<file path="config.mk">
export PLATFORM = sky130hd
export DESIGN_NAME = calc1_port_driver
export DESIGN_NICKNAME = d
export VERILOG_FILES = /design/src/rtl/calc1_port_driver.sv
export SDC_FILE = /design/constraint.sdc
export NUM_CORES = 1
export LEC_CHECK = 0
export CORE_UTILIZATION = 57
export DETAILED_ROUTE_END_ITERATION = 8
export PLACE_DENSITY = 0.84
export RECOVER_POWER = 100
export SLEW_MARGIN = 10
export SYNTH_ARGS = -nofsm -noshare
export SYNTH_HDL_FRONTEND = slang
export SYNTH_SLANG_ARGS = --single-unit
</file>
<file path="constraint.sdc">
create_clock -name c_clk -period 7 [get_ports c_clk]
set_input_delay 1.05 -clock c_clk [delete_from_list [all_inputs] [get_ports c_clk]]
set_output_delay 1.05 -clock c_clk [all_outputs]
set_load 0.05 [all_outputs]
</file>
<file path="src/rtl/calc1_port_driver.sv">
// Request-side sequencer for one calc1 requester port: buffers whole operations,
// serialises them as cmd/op1 then 0/op2, and returns the single-cycle response.
module calc1_port_driver #(
  parameter int DEPTH   = 4,
  parameter int TIMEOUT = 64
) (
  input  logic        c_clk,
  input  logic        reset,
  input  logic        in_valid,
  output logic        in_ready,
  input  logic [0:3]  in_cmd,
  input  logic [0:31] in_op1,
  input  logic [0:31] in_op2,
  output logic [0:3]  req_cmd_out,
  output logic [0:31] req_data_out,
  input  logic [0:1]  out_resp,
  input  logic [0:31] out_data,
  output logic        res_valid,
  input  logic        res_ready,
  output logic [0:3]  res_cmd,
  output logic [0:1]  res_resp,
  output logic [0:31] res_data,
  output logic        busy,
  output logic        stray_resp,
  output logic [0:7]  timeout_cnt
);
  localparam int AW = $clog2(DEPTH);
  localparam int CW = $clog2(TIMEOUT);

  typedef enum logic [2:0] {IDLE, SEND_OP1, SEND_OP2, WAIT_RESP, HOLD} state_e;
  state_e state_q, state_d;

  logic [0:3]  fifo_cmd [DEPTH];
  logic [0:31] fifo_op1 [DEPTH];
  logic [0:31] fifo_op2 [DEPTH];
  logic [AW:0] wr_q, wr_d, rd_q, rd_d;
  logic        empty, full, push, pop;

  logic [0:3]    cur_cmd_q, cur_cmd_d;
  logic [0:31]   cur_op1_q, cur_op1_d, cur_op2_q, cur_op2_d;
  logic [0:3]    req_cmd_q, req_cmd_d;
  logic [0:31]   req_data_q, req_data_d;
  logic [CW-1:0] wait_q, wait_d;
  logic [0:3]    res_cmd_q, res_cmd_d;
  logic [0:1]    res_resp_q, res_resp_d;
  logic [0:31]   res_data_q, res_data_d;
  logic [0:7]    tocnt_q, tocnt_d;
  logic          stray_q, stray_d;

  assign empty = (wr_q == rd_q);
  assign full  = (wr_q[AW] != rd_q[AW]) && (wr_q[AW-1:0] == rd_q[AW-1:0]);
  // cmd 0 is a no-op: handshake completes but nothing is queued
  assign push  = in_valid && !full && (in_cmd != 4'd0);

  assign in_ready     = !full;
  assign busy         = (state_q != IDLE) || !empty;
  assign res_valid    = (state_q == HOLD);
  assign req_cmd_out  = req_cmd_q;
  assign req_data_out = req_data_q;
  assign res_cmd      = res_cmd_q;
  assign res_resp     = res_resp_q;
  assign res_data     = res_data_q;
  assign stray_resp   = stray_q;
  assign timeout_cnt  = tocnt_q;

  always_ff @(posedge c_clk) begin
    if (push) begin
      fifo_cmd[wr_q[AW-1:0]] <= in_cmd;
      fifo_op1[wr_q[AW-1:0]] <= in_op1;
      fifo_op2[wr_q[AW-1:0]] <= in_op2;
    end
  end

  always_ff @(posedge c_clk) begin
    if (reset) begin
      state_q    <= IDLE;
      wr_q       <= '0;
      rd_q       <= '0;
      cur_cmd_q  <= '0;
      cur_op1_q  <= '0;
      cur_op2_q  <= '0;
      req_cmd_q  <= '0;
      req_data_q <= '0;
      wait_q     <= '0;
      res_cmd_q  <= '0;
      res_resp_q <= '0;
      res_data_q <= '0;
      tocnt_q    <= '0;
      stray_q    <= 1'b0;
    end else begin
      state_q    <= state_d;
      wr_q       <= wr_d;
      rd_q       <= rd_d;
      cur_cmd_q  <= cur_cmd_d;
      cur_op1_q  <= cur_op1_d;
      cur_op2_q  <= cur_op2_d;
      req_cmd_q  <= req_cmd_d;
      req_data_q <= req_data_d;
      wait_q     <= wait_d;
      res_cmd_q  <= res_cmd_d;
      res_resp_q <= res_resp_d;
      res_data_q <= res_data_d;
      tocnt_q    <= tocnt_d;
      stray_q    <= stray_d;
    end
  end

  // Port registers follow the state one cycle late, so cmd/op1 reaches the
  // port the cycle after SEND_OP1 and 0/op2 the cycle after SEND_OP2.
  always_comb begin
    state_d    = state_q;
    pop        = 1'b0;
    cur_cmd_d  = cur_cmd_q;
    cur_op1_d  = cur_op1_q;
    cur_op2_d  = cur_op2_q;
    req_cmd_d  = '0;
    req_data_d = '0;
    wait_d     = wait_q;
    res_cmd_d  = res_cmd_q;
    res_resp_d = res_resp_q;
    res_data_d = res_data_q;
    tocnt_d    = tocnt_q;
    stray_d    = stray_q || ((state_q != WAIT_RESP) && (out_resp != 2'd0));
    case (state_q)
      IDLE: begin
        if (!empty) begin
          pop       = 1'b1;
          cur_cmd_d = fifo_cmd[rd_q[AW-1:0]];
          cur_op1_d = fifo_op1[rd_q[AW-1:0]];
          cur_op2_d = fifo_op2[rd_q[AW-1:0]];
          state_d   = SEND_OP1;
        end
      end
      SEND_OP1: begin
        req_cmd_d  = cur_cmd_q;
        req_data_d = cur_op1_q;
        state_d    = SEND_OP2;
      end
      SEND_OP2: begin
        req_data_d = cur_op2_q;
        wait_d     = '0;
        state_d    = WAIT_RESP;
      end
      WAIT_RESP: begin
        wait_d = wait_q + 1'b1;
        // a response on the expiry cycle takes priority over the timeout
        if (out_resp != 2'd0) begin
          res_cmd_d  = cur_cmd_q;
          res_resp_d = out_resp;
          res_data_d = out_data;
          state_d    = HOLD;
        end else if (wait_q == CW'(TIMEOUT - 1)) begin
          res_cmd_d  = cur_cmd_q;
          res_resp_d = 2'd3;
          res_data_d = '0;
          if (tocnt_q != 8'hFF) tocnt_d = tocnt_q + 8'd1;
          state_d    = HOLD;
        end
      end
      HOLD: begin
        if (res_ready) state_d = IDLE;
      end
      default: state_d = IDLE;
    endcase
    wr_d = push ? wr_q + 1'b1 : wr_q;
    rd_d = pop  ? rd_q + 1'b1 : rd_q;
  end
endmodule

</file>
==> impl_metrics.ini <==
[yosys]
ys_ff_latch = 438
ys_warn_count = 0
synth_ff_type = edfxtp_1
synth.net_count = 1176
synth-edff-count = 272
synth-async-reset-ratio_pct = 0
synth_area_sq_um = 15800
yosysUniqueCellTypes = 43
synthCells = 1063
syn_avg_cell_area_sq_um = 14.9
ys_seq_area_share_pct = 72.6

[critical_path]
crit_type = reg2reg
required_ns = 7.06
critPathLaunch = rd_q[1]$_SDFFE_PP0P_
r2r_slack_ns = 1.75
critPathArrivalTime_ns = 5.31
r2r-start = rd_q[1]$_SDFFE_PP0P_
end_kind = flop
cp_max_fo = 72
startpoint_type = flop

[drt]
routed_wl_um = 33600
wire_per_inst_um = 20.4
vias = 9456
firstDrtPassIters = 5
drc = 0
detail-route-antenna-nets = 0
drt-vias-per-instance = 5.74
drt_iter0_markers = 882

[placement]
portBuffers = 191
place_hpwl_um = 19100
gp_congestion = 0.758

[grt]
grt_pass1_wl_um = 52000
grt_pass1_vias = 9599
grt_usage_pct = 24.0
overflow = 0
grt_start_max_net_pins = 85
antenna_found_initial = 2

[clock_tree]
postCtsSetupRepairBufs = 0
cts_tree = yes
cts.path.max_buffers = 3
cts.clk_slew.worst_paths_ns = 0.06
cts_buffers = 43
cts-root-buf = clkbuf_16
clk_latency_ns = 0.55
cts_resized = 0
cts_hold_buf = 0
htree_levels = 2
cts_sinks = 438

[floorplanning]
num_rows = 60
start_util_pct = 58.4
die_area_sq_um = 28400
core_sq_um = 27100
die_h_um = 169
ios = 192
fp.dieW_um = 169

[sta]
period_needed_ns = 5.25
rsz0062_at_grt = no
setup_viol = 0
drv_slew = 309
min_period_over_period_pct = 75.0
finalSetupTns_ns = 0
fmax_ghz = 0.191
tightest_slew_ns = 3.65
maxSlewHeadroom_pct = -143
hold_violations = 0
skew_ns = 0.0289

[cells_and_area]
fin_util_pct = 71.7
nFillCells = 1671
multiInputGateArea_sq_um = 4040
seqCellArea_sq_um = 11500
final_common_cell = edfxtp_1
layout_common_cells = edfxtp_1, nand2_1, dfxtp_1, dlygate4sd3_1, a21oi_1
drive_gt1_share_pct = 11.1
area.growth.synth_to_final_pct = 22.8
final_nets = 1351

[run_status]
failed_checks = capacitance limit, slew limit
status = complete, but fails checks

[power_and_ir_drop]
leakage_uw = 0.00662
p_per_area_nw_per_um2 = 353
vdd_ir_drop_max_v = 0.000241

[job]
max-cap-violations = 7

[min_path]
worstHoldStart = cur_op1_q[9]$_SDFFE_PP0P_
hold_path.class = reg2reg
## power breakdown
group / total [uW] / internal [uW] / leakage (uW) / switching, uW
sequential: 3260 / 3040 / 0.00384 / 220
combinational: 1270 / 496 / 0.00209 / 774
clock: 2330 / 1390 / 0.000692 / 937
total: 6860 / 4930 / 0.00662 / 1930
## sequential cells by signal, summed over array words and instances (netlist names), 6 cells and up
register	flops
cur_op2_q	32
fifo_cmd	16
cur_op1_q	32
timeout_cnt	8
fifo_op1	128
fifo_op2	128
req_data_out	32
res_data	32
wait_q	6
## per-layer routing
| metal | global-route usage, % | share of wire (%) |
|---|---|---|
| met4 | 8.38 | 2.6 |
| met5 | 0.174 | 0 |
| met2 | 43.1 | 52 |
| met3 | 4.51 | 7.9 |
| met1 | 29.2 | 37 |
## layout make-up
type / count / share of cell area [%]
multi-input cells: 549 / 20.8
inverters: 8 / 0.155
well taps: 372 / 2.40
clock inverters: 22 / 1.43
repair buffers: 198 / 10.0
clock buffers: 57 / 5.96
flip-flops and latches: 438 / 59.2
diodes: 4 / 0.0515
## worst max-delay path, cell delays in order, from the launching register on
cell and delay, ns:
dfxtp_4 1.05, xnor2_1 0.28, a31oi_1 0.63, and2_1 2.70
## synthesized netlist by cell type, types with 3 or more instances
cell        n  share of area, %
nand2b_1    3              0.12
and2_1     10              0.40
edfxtp_1  272                52
a21oi_1   122               3.9
xnor2_1     4              0.22
a22o_1     32               1.8
nor4_1      4              0.16
nand3_1    12              0.38
clkbuf_1   50               1.2
nor2_1     16              0.38
o21ai_0    48               1.5
inv_1       8              0.19
ha_1        7              0.55
nand2_1   178               4.2
mux4_2     68               9.7
a311oi_1    3              0.17
or3_1       3              0.12
xor2_1      3              0.17
nor3_1      4              0.13
dfxtp_1   166                21
buf_2      15              0.47
or4_1       3              0.14
o31ai_1     5              0.24
## final timing paths
kind,cells after the start,to
setup / recovery,3,fifo_op2[1][26]$_DFFE_PP_
hold / removal,2,cur_op1_q[9]$_SDFFE_PP0P_
setup reg to reg,3,fifo_op2[1][26]$_DFFE_PP_
hold reg to reg,2,cur_op1_q[9]$_SDFFE_PP0P_
## through the flow
step	hold WS (ns)	power, uW	area (sq um)	setup WS [ns]	cells
after global placement	0.441	4540	18000	3.38	1565
final	0.453	6860	19400	1.75	1648
after CTS	0.455	6920	19500	2.94	1644
after floorplan	0.436	4160	15800	3.38	1063
after global routing	0.478	7150	19400	1.42	1646
after detailed placement	0.447	4600	18000	3.24	1565
## kinds of logic (layout without fill, tap and decap cells)
kind of cell,count (synthesis),count (layout),share of synthesized area [%]
flip-flops,438,438,72.6
adder cells (fa/ha/maj),7,7,0.553
XOR/XNOR,7,7,0.387
AND/OR/NAND/NOR,247,247,6.75
other,0,4,0
buffers and inverters,76,285,1.97
multiplexers,69,69,9.74
AO/OA/AOI/OAI,219,219,7.99
(Power assumes the default switching activity.)
